[config.mk]
export PLATFORM = sky130hd
export DESIGN_NAME = mem_port_arbiter_flat
export DESIGN_NICKNAME = d
export VERILOG_FILES = /design/src/rtl/mem_port_arbiter_pkg.sv /design/src/rtl/mem_port_arbiter_if.sv /design/src/rtl/mem_lane_decode.sv /design/src/rtl/mem_port_arbiter.sv /design/src/flat_wrapper.sv
export SDC_FILE = /design/constraint.sdc
export NUM_CORES = 1
export LEC_CHECK = 0
export BUFFER_PORTS_ARGS = -buffer_cell sky130_fd_sc_hd__buf_2
export CAP_MARGIN = 10
export CORE_MARGIN = 4
export CORE_UTILIZATION = 43
export CTS_CLUSTER_DIAMETER = 50
export CTS_CLUSTER_SIZE = 20
export DETAILED_ROUTE_END_ITERATION = 8
export GPL_ROUTABILITY_DRIVEN = 0
export GPL_TIMING_DRIVEN = 1
export PLACE_DENSITY = 0.77
export SYNTH_ARGS = -nofsm -noshare
export SYNTH_HDL_FRONTEND = slang
export SYNTH_HIERARCHICAL = 1
export SYNTH_SLANG_ARGS = --single-unit
[constraint.sdc]
create_clock -name clk -period 1.6 [get_ports clk]
set_input_delay 0.48 -clock clk [delete_from_list [all_inputs] [get_ports clk]]
set_output_delay 0.48 -clock clk [all_outputs]
set_load 0.01 [all_outputs]
[src/rtl/mem_port_arbiter_pkg.sv]
// Shared encodings for the two-port memory arbiter: FSM state codes, access
// size codes and the grant-history type.
package mem_port_arbiter_pkg;

    localparam logic [1:0] STATE_ARB_IDLE   = 2'd0;
    localparam logic [1:0] STATE_ARB_GNT_IF = 2'd1;
    localparam logic [1:0] STATE_ARB_GNT_LS = 2'd2;
    localparam logic [1:0] STATE_ARB_RESP   = 2'd3;

    localparam logic [1:0] SIZE_B = 2'd0;
    localparam logic [1:0] SIZE_H = 2'd1;
    localparam logic [1:0] SIZE_W = 2'd2;

    typedef enum logic [1:0] {
        IDLE   = STATE_ARB_IDLE,
        GNT_IF = STATE_ARB_GNT_IF,
        GNT_LS = STATE_ARB_GNT_LS,
        RESP   = STATE_ARB_RESP
    } arb_state_t;

    typedef enum logic {
        LAST_IF = 1'b0,
        LAST_LS = 1'b1
    } gnt_t;

endpackage

[src/rtl/mem_port_arbiter_if.sv]
// Bundle of the fetch, load/store and memory-side signals of the arbiter.
// The slave modport is the arbiter's view; master is the surrounding system.
interface mem_port_arbiter_if #(
    parameter int AW = 32
);
    // Requesters raise *_req with a stable payload and hold it until their
    // one-cycle *_ack; the arbiter holds mem_req and its payload stable until
    // mem_ready is sampled high, and mem_rdata is valid in that same cycle.
    logic          if_req;
    logic [AW-1:0] if_addr;
    logic          if_ack;
    logic [31:0]   if_rdata;

    logic          ls_req;
    logic          ls_we;
    logic [1:0]    ls_size;
    logic [AW-1:0] ls_addr;
    logic [31:0]   ls_wdata;
    logic          ls_ack;
    logic [31:0]   ls_rdata;
    logic          ls_err;

    logic          mem_req;
    logic          mem_we;
    logic [AW-1:0] mem_addr;
    logic [3:0]    mem_be;
    logic [31:0]   mem_wdata;
    logic          mem_ready;
    logic [31:0]   mem_rdata;

    modport slave (
        input  if_req, if_addr,
        output if_ack, if_rdata,
        input  ls_req, ls_we, ls_size, ls_addr, ls_wdata,
        output ls_ack, ls_rdata, ls_err,
        output mem_req, mem_we, mem_addr, mem_be, mem_wdata,
        input  mem_ready, mem_rdata
    );

    modport master (
        output if_req, if_addr,
        input  if_ack, if_rdata,
        output ls_req, ls_we, ls_size, ls_addr, ls_wdata,
        input  ls_ack, ls_rdata, ls_err,
        input  mem_req, mem_we, mem_addr, mem_be, mem_wdata,
        output mem_ready, mem_rdata
    );

endinterface

[src/rtl/mem_lane_decode.sv]
// Byte-enable, store-data lane replication and alignment check for a
// load/store access, purely combinational.
module mem_lane_decode
    import mem_port_arbiter_pkg::*;
(
    input  logic [1:0]  size,
    input  logic [1:0]  addr_lo,
    input  logic [31:0] wdata,
    output logic [3:0]  be,
    output logic [31:0] wdata_rep,
    output logic        bad_access
);

    always_comb begin
        be         = 4'b0000;
        wdata_rep  = wdata;
        bad_access = 1'b0;
        case (size)
            SIZE_B: begin
                be        = 4'b0001 << addr_lo;
                wdata_rep = {4{wdata[7:0]}};
            end
            SIZE_H: begin
                be         = addr_lo[1] ? 4'b1100 : 4'b0011;
                wdata_rep  = {2{wdata[15:0]}};
                bad_access = addr_lo[0];
            end
            SIZE_W: begin
                be         = 4'b1111;
                bad_access = (addr_lo != 2'b00);
            end
            default: begin
                // size code 3 has no meaning; reject it like a misaligned access
                be         = 4'b0000;
                bad_access = 1'b1;
            end
        endcase
    end

endmodule

[src/rtl/mem_port_arbiter.sv]
// Round-robin arbiter sharing one memory port between instruction fetch and
// load/store. Optional mem_ready timeout is built when MEM_ARB_TIMEOUT_EN is defined.
module mem_port_arbiter
    import mem_port_arbiter_pkg::*;
#(
    parameter int AW      = 32,
    parameter int TIMEOUT = 16
) (
    input  logic              clk,
    input  logic              rstn,
    mem_port_arbiter_if.slave bus,
    output arb_state_t        state_dbg
);

    arb_state_t    state;
    gnt_t          last_gnt;

    logic          mem_req_q;
    logic          mem_we_q;
    logic [AW-1:0] mem_addr_q;
    logic [3:0]    mem_be_q;
    logic [31:0]   mem_wdata_q;
    logic          if_ack_q;
    logic [31:0]   if_rdata_q;
    logic          ls_ack_q;
    logic          ls_err_q;
    logic [31:0]   ls_rdata_q;

    logic [3:0]    ls_be;
    logic [31:0]   ls_wdata_rep;
    logic          ls_bad;
    logic          if_wins;

`ifdef MEM_ARB_TIMEOUT_EN
    localparam logic [4:0] TIMEOUT_LAST = 5'(TIMEOUT - 1);
    logic [4:0] to_cnt;
`endif

    mem_lane_decode u_lane_decode (
        .size       (bus.ls_size),
        .addr_lo    (bus.ls_addr[1:0]),
        .wdata      (bus.ls_wdata),
        .be         (ls_be),
        .wdata_rep  (ls_wdata_rep),
        .bad_access (ls_bad)
    );

    // On a tie the requester that did not win last time goes first.
    assign if_wins = bus.if_req && (!bus.ls_req || (last_gnt == LAST_LS));

    always_ff @(posedge clk or negedge rstn) begin
        if (!rstn) begin
            state       <= IDLE;
            last_gnt    <= LAST_LS;
            mem_req_q   <= 1'b0;
            mem_we_q    <= 1'b0;
            mem_addr_q  <= '0;
            mem_be_q    <= 4'b0000;
            mem_wdata_q <= 32'h0;
            if_ack_q    <= 1'b0;
            if_rdata_q  <= 32'h0;
            ls_ack_q    <= 1'b0;
            ls_err_q    <= 1'b0;
            ls_rdata_q  <= 32'h0;
`ifdef MEM_ARB_TIMEOUT_EN
            to_cnt      <= 5'd0;
`endif
        end else begin
            if_ack_q <= 1'b0;
            ls_ack_q <= 1'b0;
            ls_err_q <= 1'b0;
            case (state)
                IDLE: begin
                    if (if_wins) begin
                        state       <= GNT_IF;
                        last_gnt    <= LAST_IF;
                        mem_req_q   <= 1'b1;
                        mem_we_q    <= 1'b0;
                        mem_addr_q  <= {bus.if_addr[AW-1:2], 2'b00};
                        mem_be_q    <= 4'b1111;
                        mem_wdata_q <= 32'h0;
`ifdef MEM_ARB_TIMEOUT_EN
                        to_cnt      <= 5'd0;
`endif
                    end else if (bus.ls_req) begin
                        last_gnt <= LAST_LS;
                        if (ls_bad) begin
                            // rejected accesses never reach the memory
                            state    <= RESP;
                            ls_ack_q <= 1'b1;
                            ls_err_q <= 1'b1;
                        end else begin
                            state       <= GNT_LS;
                            mem_req_q   <= 1'b1;
                            mem_we_q    <= bus.ls_we;
                            mem_addr_q  <= {bus.ls_addr[AW-1:2], 2'b00};
                            mem_be_q    <= ls_be;
                            mem_wdata_q <= ls_wdata_rep;
`ifdef MEM_ARB_TIMEOUT_EN
                            to_cnt      <= 5'd0;
`endif
                        end
                    end
                end
                GNT_IF, GNT_LS: begin
                    if (bus.mem_ready) begin
                        mem_req_q <= 1'b0;
                        state     <= RESP;
                        if (state == GNT_IF) begin
                            if_rdata_q <= bus.mem_rdata;
                            if_ack_q   <= 1'b1;
                        end else begin
                            ls_rdata_q <= bus.mem_rdata;
                            ls_ack_q   <= 1'b1;
                        end
                    end
`ifdef MEM_ARB_TIMEOUT_EN
                    else if (to_cnt == TIMEOUT_LAST) begin
                        // give up: a fetch completes as a zero (nop) word
                        mem_req_q <= 1'b0;
                        state     <= RESP;
                        if (state == GNT_IF) begin
                            if_rdata_q <= 32'h0000_0000;
                            if_ack_q   <= 1'b1;
                        end else begin
                            ls_ack_q <= 1'b1;
                            ls_err_q <= 1'b1;
                        end
                    end else begin
                        to_cnt <= to_cnt + 5'd1;
                    end
`endif
                end
                RESP: begin
                    state <= IDLE;
                end
                default: begin
                    state <= IDLE;
                end
            endcase
        end
    end

    assign bus.mem_req   = mem_req_q;
    assign bus.mem_we    = mem_we_q;
    assign bus.mem_addr  = mem_addr_q;
    assign bus.mem_be    = mem_be_q;
    assign bus.mem_wdata = mem_wdata_q;
    assign bus.if_ack    = if_ack_q;
    assign bus.if_rdata  = if_rdata_q;
    assign bus.ls_ack    = ls_ack_q;
    assign bus.ls_err    = ls_err_q;
    assign bus.ls_rdata  = ls_rdata_q;
    assign state_dbg     = state;

    // fetch addresses are word aligned, so their low bits carry nothing
    logic unused_bits;
`ifdef MEM_ARB_TIMEOUT_EN
    assign unused_bits = ^bus.if_addr[1:0];
`else
    assign unused_bits = ^{bus.if_addr[1:0], 32'(TIMEOUT)};
`endif

endmodule

[src/flat_wrapper.sv]
// flat-port wrapper written by rule: the top's interface ports become plain ports
module mem_port_arbiter_flat import mem_port_arbiter_pkg::*;
#(
    parameter int AW      = 32,
    parameter int TIMEOUT = 16
)
  (clk, rstn, state_dbg, bus_if_req, bus_if_addr, bus_if_ack, bus_if_rdata, bus_ls_req, bus_ls_we, bus_ls_size, bus_ls_addr, bus_ls_wdata, bus_ls_ack, bus_ls_rdata, bus_ls_err, bus_mem_req, bus_mem_we, bus_mem_addr, bus_mem_be, bus_mem_wdata, bus_mem_ready, bus_mem_rdata);
  mem_port_arbiter_if #(.AW(AW)) bus_i ();
  input  logic clk;
  input  logic rstn;
  output arb_state_t state_dbg;
  input wire logic [$bits(bus_i.if_req)-1:0] bus_if_req;
  input wire logic [$bits(bus_i.if_addr)-1:0] bus_if_addr;
  output wire logic [$bits(bus_i.if_ack)-1:0] bus_if_ack;
  output wire logic [$bits(bus_i.if_rdata)-1:0] bus_if_rdata;
  input wire logic [$bits(bus_i.ls_req)-1:0] bus_ls_req;
  input wire logic [$bits(bus_i.ls_we)-1:0] bus_ls_we;
  input wire logic [$bits(bus_i.ls_size)-1:0] bus_ls_size;
  input wire logic [$bits(bus_i.ls_addr)-1:0] bus_ls_addr;
  input wire logic [$bits(bus_i.ls_wdata)-1:0] bus_ls_wdata;
  output wire logic [$bits(bus_i.ls_ack)-1:0] bus_ls_ack;
  output wire logic [$bits(bus_i.ls_rdata)-1:0] bus_ls_rdata;
  output wire logic [$bits(bus_i.ls_err)-1:0] bus_ls_err;
  output wire logic [$bits(bus_i.mem_req)-1:0] bus_mem_req;
  output wire logic [$bits(bus_i.mem_we)-1:0] bus_mem_we;
  output wire logic [$bits(bus_i.mem_addr)-1:0] bus_mem_addr;
  output wire logic [$bits(bus_i.mem_be)-1:0] bus_mem_be;
  output wire logic [$bits(bus_i.mem_wdata)-1:0] bus_mem_wdata;
  input wire logic [$bits(bus_i.mem_ready)-1:0] bus_mem_ready;
  input wire logic [$bits(bus_i.mem_rdata)-1:0] bus_mem_rdata;
  assign bus_i.if_req = bus_if_req;
  assign bus_i.if_addr = bus_if_addr;
  assign bus_if_ack = bus_i.if_ack;
  assign bus_if_rdata = bus_i.if_rdata;
  assign bus_i.ls_req = bus_ls_req;
  assign bus_i.ls_we = bus_ls_we;
  assign bus_i.ls_size = bus_ls_size;
  assign bus_i.ls_addr = bus_ls_addr;
  assign bus_i.ls_wdata = bus_ls_wdata;
  assign bus_ls_ack = bus_i.ls_ack;
  assign bus_ls_rdata = bus_i.ls_rdata;
  assign bus_ls_err = bus_i.ls_err;
  assign bus_mem_req = bus_i.mem_req;
  assign bus_mem_we = bus_i.mem_we;
  assign bus_mem_addr = bus_i.mem_addr;
  assign bus_mem_be = bus_i.mem_be;
  assign bus_mem_wdata = bus_i.mem_wdata;
  assign bus_i.mem_ready = bus_mem_ready;
  assign bus_i.mem_rdata = bus_mem_rdata;
  mem_port_arbiter #(.AW(AW), .TIMEOUT(TIMEOUT)) u_core (.clk(clk), .rstn(rstn), .bus(bus_i), .state_dbg(state_dbg));
endmodule
==> results.md, run 1 <==
* Max Clk Rate at 623.6 MHz
* Main synth FF type: dfrtp_1
* Router iterations before antenna repair at 4
* Reg clk slew, reported paths at 60 ps
* Vias in the first global route at 4999
* Worst hold path class: in2reg
* Final net count at 860
* Number of synthesis warnings at 6
* Detail Route Antenna Nets at 0
* Tmin final at 1604 ps
* Cells after Synth at 427
* TritonCTS buffer count at 17
* CTS tree: done
* Setup TNS at -6.149 ps
* Starting Density at 44.44%
* Flop pwr share at 36.4%
* Period utilisation layout at 100.2%
* Critical Path End Type: flop
* Commonest non-fill, non-tap cell in the layout: buf_2
* Gate power share at 42.1%
* WHS Path Cells at 2
* Net load switching power at 5377 uW
* CP arrival at 1890 ps
* Total die area at 16510 um^2
* Critical Path RT at 1890 ps
* Failing checks: negative setup slack
* Max H-tree Level at 4
* #FFs+latches synth at 138
* Reg2Reg Depth at 5
* WS Path Type: reg2reg
* Die width at 128.5 um
* Io pins at 275
* DR WL/cell at 18.40 um
* DRT iter0 DRCs at 189
* Global-route wire length before repair at 25250 um
* Clock Latency Late Sink at 410 ps
* CTS sink count at 138
* DRT Wirelength at 16800 um
* Clock buffer depth at 2
* Clk_skew at 8.486 ps
* DRC viols at 0
* Fraction of layout cells with a size suffix above 1 at 67.53%
* GR Overflow Total at 0
* Netlist cell types at 33
* Avg Cell Area, Syn at 14.62 um^2
* Worst setup margin at -3.665 ps
* Power Dens Cells at 1895 nW/um^2
* Unrepaired setup endpoints after global routing: yes
* # rows at 43
* Peak VDD IR at 0.7592 mV
* Worst Setup Start Kind: flop
* Place WS at -327.1 ps
* Final Hold Violating Endpoints at 0
* Clock root buffer: clkbuf_16
* Status: finished with violations
* Switching share of power at 32.62%
* Asr flop ratio synth at 100.0%
* Diode count at 0
* Antenna violations before repair at 0
* Vias per Instance at 5.117
* All-layer global routing usage at 19.66%
* IO buf count at 270
* Area Growth Syn to Fin at 39.37%
* Die height at 128.5 um
* # Max-Cap Violations at 0
* Final Max Slew Viols at 0
* Routed vias at 4672
* Worst-path fanout max at 33
* Largest net degree at the start of global routing at 46
* Layout Utilization at 61.94%
* Most frequent cells in the layout: 267 x buf_2, 136 x dfrtp_1, 105 x mux2_2, 37 x mux2_4, 33 x a22o_1
* Final-report setup violation count at 2
* Post-synth EDFFs at 0
* Core area at 14040 um^2
* Post-synthesis sequential area ratio at 55.35%
* Hpwl dp at 12320 um
* Mapped cell area at 6241 um^2
* P_int at 11110 uW
* Clock power share at 21.5%
* Leak Pwr at 0.004414 uW
[through the flow]
stage	power [uW]	cells	area (um^2)	hold WS [ps]
after global placement	12400	874	7923	389.3
after floorplan	9997	428	6349	184.4
after CTS	16590	909	8592	288.1
after global routing	17450	913	8698	294.8
after detailed placement	12740	874	7923	390.6
final	16480	913	8698	314.0
[state kept, by name, indices dropped and copies added, names as in the netlist]
name,flops
u_core/bus.if_ack,1
u_core/bus.if_rdata,32
u_core/bus.ls_ack,1
u_core/bus.ls_err,1
u_core/bus.ls_rdata,32
u_core/bus.mem_addr,30
u_core/bus.mem_be,4
u_core/bus.mem_req,1
u_core/bus.mem_wdata,32
u_core/bus.mem_we,1
u_core/last_gnt,1
u_core/state_dbg,2
[logic make-up (layout without fill, tap and decap cells)]
family                     after synthesis  count (layout)  synth area share [%]
buffers and inverters                   44             349                 4.892
and+or+nand+nor                         23              23                 1.965
DFF                                    138             138                 55.35
other                                    1               2               0.06009
AOI/OAI and AO/OA                       65              65                 7.718
muxes                                  152             152                 29.21
adders and majority gates                4               4                0.8020
[synth_stat cells, drive strengths merged, types with 2 or more instances]
master	n	area (um^2)
nand2b	2	12.51
mux2	142	1723
nor2	3	27.53
a31oi	3	18.77
o21ai	12	60.05
dfrtp	137	3428
o22a	4	35.03
clkbuf	2	7.510
a22o	33	289.0
nand2	13	48.80
mux2i	10	100.1
inv	8	30.03
buf	34	267.8
and2	2	15.02
a21oi	9	45.04
ha	4	50.05
[path summary, 6_finish.rpt]
check | startpoint | endpoint | slack, ps
max reg2reg | u_core/state_dbg[0] | u_core/bus.ls_rdata[4] | -4
max in group asynchronous | rstn | u_core/bus.if_rdata[11] | 520
min in group asynchronous | rstn | u_core/bus.ls_rdata[18] | 520
min | bus_mem_rdata[22] | u_core/bus.ls_rdata[22] | 310
min reg2reg | u_core/bus.ls_rdata[21] | u_core/bus.ls_rdata[21] | 500
max | u_core/state_dbg[0] | u_core/bus.ls_rdata[4] | -4
[layout make-up]
class	instances	area [um^2]
clock inverter	9	73.82
sequential	138	3456
inverter	8	32.53
multi-input combinational	246	2579
timing repair buffer	309	1874
tap	180	225.2
clock buffer	23	457.9
fill	1097	5344
[metal layers]
| metal | track usage [%] | wire (um) |
|---|---|---|
| met1 | 22.43 | 6409 |
| met5 | 0 | 0 |
| met4 | 5.680 | 231 |
| met3 | 5.853 | 1321 |
| met2 | 35.61 | 8837 |
[critical path: stages, from the launching register on]
cell	delay, ps
dfrtp_2	440
inv_4	90
ha_4	210
nand3b_1	130
buf_12	220
mux2_2	360
[power groups by stage]
stage / clock [uW] / sequential (uW) / combinational [uW]
6_report: 3550 / 6000 / 6940
5_1_grt: 3810 / 6190 / 7450
4_1_cts: 3630 / 6010 / 6940
3_5_place_dp: 0 / 6020 / 6710
3_3_place_gp: 0 / 5910 / 6490
2_1_floorplan: 0 / 6690 / 3310
[repair_timing]
| action | in CTS | in global routing |
|---|---|---|
| hold buffers | 1 | 0 |
| setup endpoints to repair | 68 | 86 |
| setup buffers | 0 | 1 |
| endpoints found under the hold margin | 26 | 0 |
| pin swaps | 0 | 2 |
| resized for setup | 20 | 6 |
| cloned | 2 | 3 |
Note: power is estimated with default switching activity, not from simulation.
==> inputs of run 2 (changes only) <==
Settings changed: CORE_ASPECT_RATIO set to 1.75.
==> run 2 against run 1 <==
  * The flow still finishes with violations (negative setup slack)
  * Worst setup slack lost 100 ps
  * Global-route usage grew 0.62 points
  * Via count grew 2.8%
  * Register-to-register slack lost 100 ps
==> results.md, run 2 (same netlist as run 1, synthesis figures left out) <==
* Dpl cell area at 7915 um^2
* Max Clk Rate at 586.0 MHz
* Die width at 99.07 um
* Leak Pwr at 0.004714 uW
* Hold Worst Slack at 285.0 ps
* Switching share of power at 32.48%
* Router iterations before antenna repair at 5
* P_int at 12250 uW
* Critical Path End: u_core/bus.mem_addr[18]
* Commonest non-fill, non-tap cell in the layout: buf_2
* Max H-tree Level at 4
* Peak VDD IR at 1.017 mV
* Core area at 14300 um^2
* Io pins at 275
* TritonCTS buffer count at 17
* # rows at 58
* Starting Density at 43.65%
* Reg clk slew, reported paths at 60 ps
* Antenna violations before repair at 1
* Critical Path RT at 1890 ps
* Worst setup margin at -106.6 ps
* Die height at 167.4 um
* IO buf count at 270
* Area Growth Syn to Fin at 47.09%
* Setup crit start: u_core/last_gnt
* Clock Latency Late Sink at 410 ps
* R2R setup slack at -110 ps
* Worst Setup Start Kind: flop
* Setup TNS at -3369 ps
* Tmin final at 1707 ps
* Total die area at 16580 um^2
* # Max-Cap Violations at 0
* Failing checks: negative setup slack
* Gate power share at 45.1%
* CP arrival at 2000 ps
* All-layer global routing usage at 20.28%
* DR WL/cell at 19.56 um
* WS Path Type: reg2reg
* Hpwl dp at 12270 um
* DRT Wirelength at 18110 um
* Global-route wire length before repair at 26850 um
* Final net count at 874
* CTS tree: done
* Final Max Slew Viols at 0
* Vias per Instance at 5.187
* Power Dens Cells at 1977 nW/um^2
* Routed vias at 4803
* Fraction of layout cells with a size suffix above 1 at 68.59%
* Detail Route Antenna Nets at 0
* DRC viols at 0
* Post-route cell area at 9180 um^2
* Clock root buffer: clkbuf_16
* CTS sink count at 138
* Period utilisation layout at 106.7%
* Net load switching power at 5895 uW
* Critical Path End Type: flop
* Reg2Reg Depth at 6
* Flop pwr share at 33.1%
* Worst-path fanout max at 6
* Final Hold Violating Endpoints at 0
* Clock power share at 21.7%
* Final-report setup violation count at 58
* DRT iter0 DRCs at 134
* FF-to-FF End: u_core/bus.mem_addr[18]
* GR Overflow Total at 0
* FF-to-FF Start: u_core/last_gnt
* Vias in the first global route at 5296
* WHS Path Cells at 2
* Worst hold path class: in2reg
* Most frequent cells in the layout: 267 x buf_2, 136 x dfrtp_1, 76 x mux2_2, 66 x mux2_4, 33 x a22o_1
* Clock buffer depth at 2
* Unrepaired setup endpoints after global routing: yes
* Largest net degree at the start of global routing at 40
* Clk_skew at 14.05 ps
* Status: finished with violations
-- run 2: cell types whose count changed in the layout (fill, tap and decap cells not counted), sizes merged --
cell      delta
diode        +1
clkbuf       -3
inv          +3
bufinv       +2
clkinv       -4
clkinvlp     +3
buf         +11
-- run 2: cell type report --
class	instances	area, um^2
repair buffers	323	2165
diodes	1	2.502
clock buffers	17	425.4
well taps	180	225.2
multi-input cells	246	2704
flip-flops and latches	138	3456
clock inverters	13	170.2
inverters	8	32.53
fillers	1084	5116
-- run 2: worst min-delay path by stage --
stage	to	from
floorplan	u_core/bus.if_ack	rstn
detailed placement	u_core/bus.mem_addr[23]	rstn
global placement	u_core/bus.mem_addr[23]	rstn
CTS	u_core/bus.mem_we	bus_ls_we
global route	u_core/bus.mem_we	bus_ls_we
finish	u_core/bus.mem_we	bus_ls_we
-- run 2: metrics by stage --
stage          instances  utilization, %  setup WS [ps]  total power, uW
6_report             926           64.21         -106.6            18150
5_1_grt              926           64.21         -115.1            19080
4_1_cts              915           61.76         -80.16            17280
3_5_place_dp         873           55.36         -348.1            12760
3_3_place_gp         873           55.36         -305.2            12400
2_1_floorplan        428               -         -277.2             9997
-- run 2: worst max-delay path, stage by stage (launching register included) --
cell and delay [ps]:
dfstp_2 530, nand2b_4 130, buf_6 120, nand2_8 90, clkbuf_16 180, mux2_2 280
mux2_4 260
-- run 2: what timing repair did --
action                                 CTS  global route
pin swaps                                3             4
setup buffers                            5             4
endpoints found under the hold margin   31             0
gates resized for setup                 22            40
setup endpoints to repair               72           115
hold buffers                             1             0
cloned                                   6             7
-- run 2: power groups by stage --
stage               Combinational, uW  Sequential [uW]  Clock [uW]
floorplan                        3310             6690           0
global placement                 6500             5900           0
detailed placement               6770             5990           0
CTS                              7270             5970        4040
global route                     8680             6210        4180
finish                           8190             6010        3940
-- run 2: layer usage --
metal	share of wire (%)	vias to the layer above	global-route usage (%)
met4	3.8	0	10.05
met5	0	-	0
met3	5.8	48	4.002
met1	38	2390	22.99
met2	53	213	35.77
li1	-	2152	-
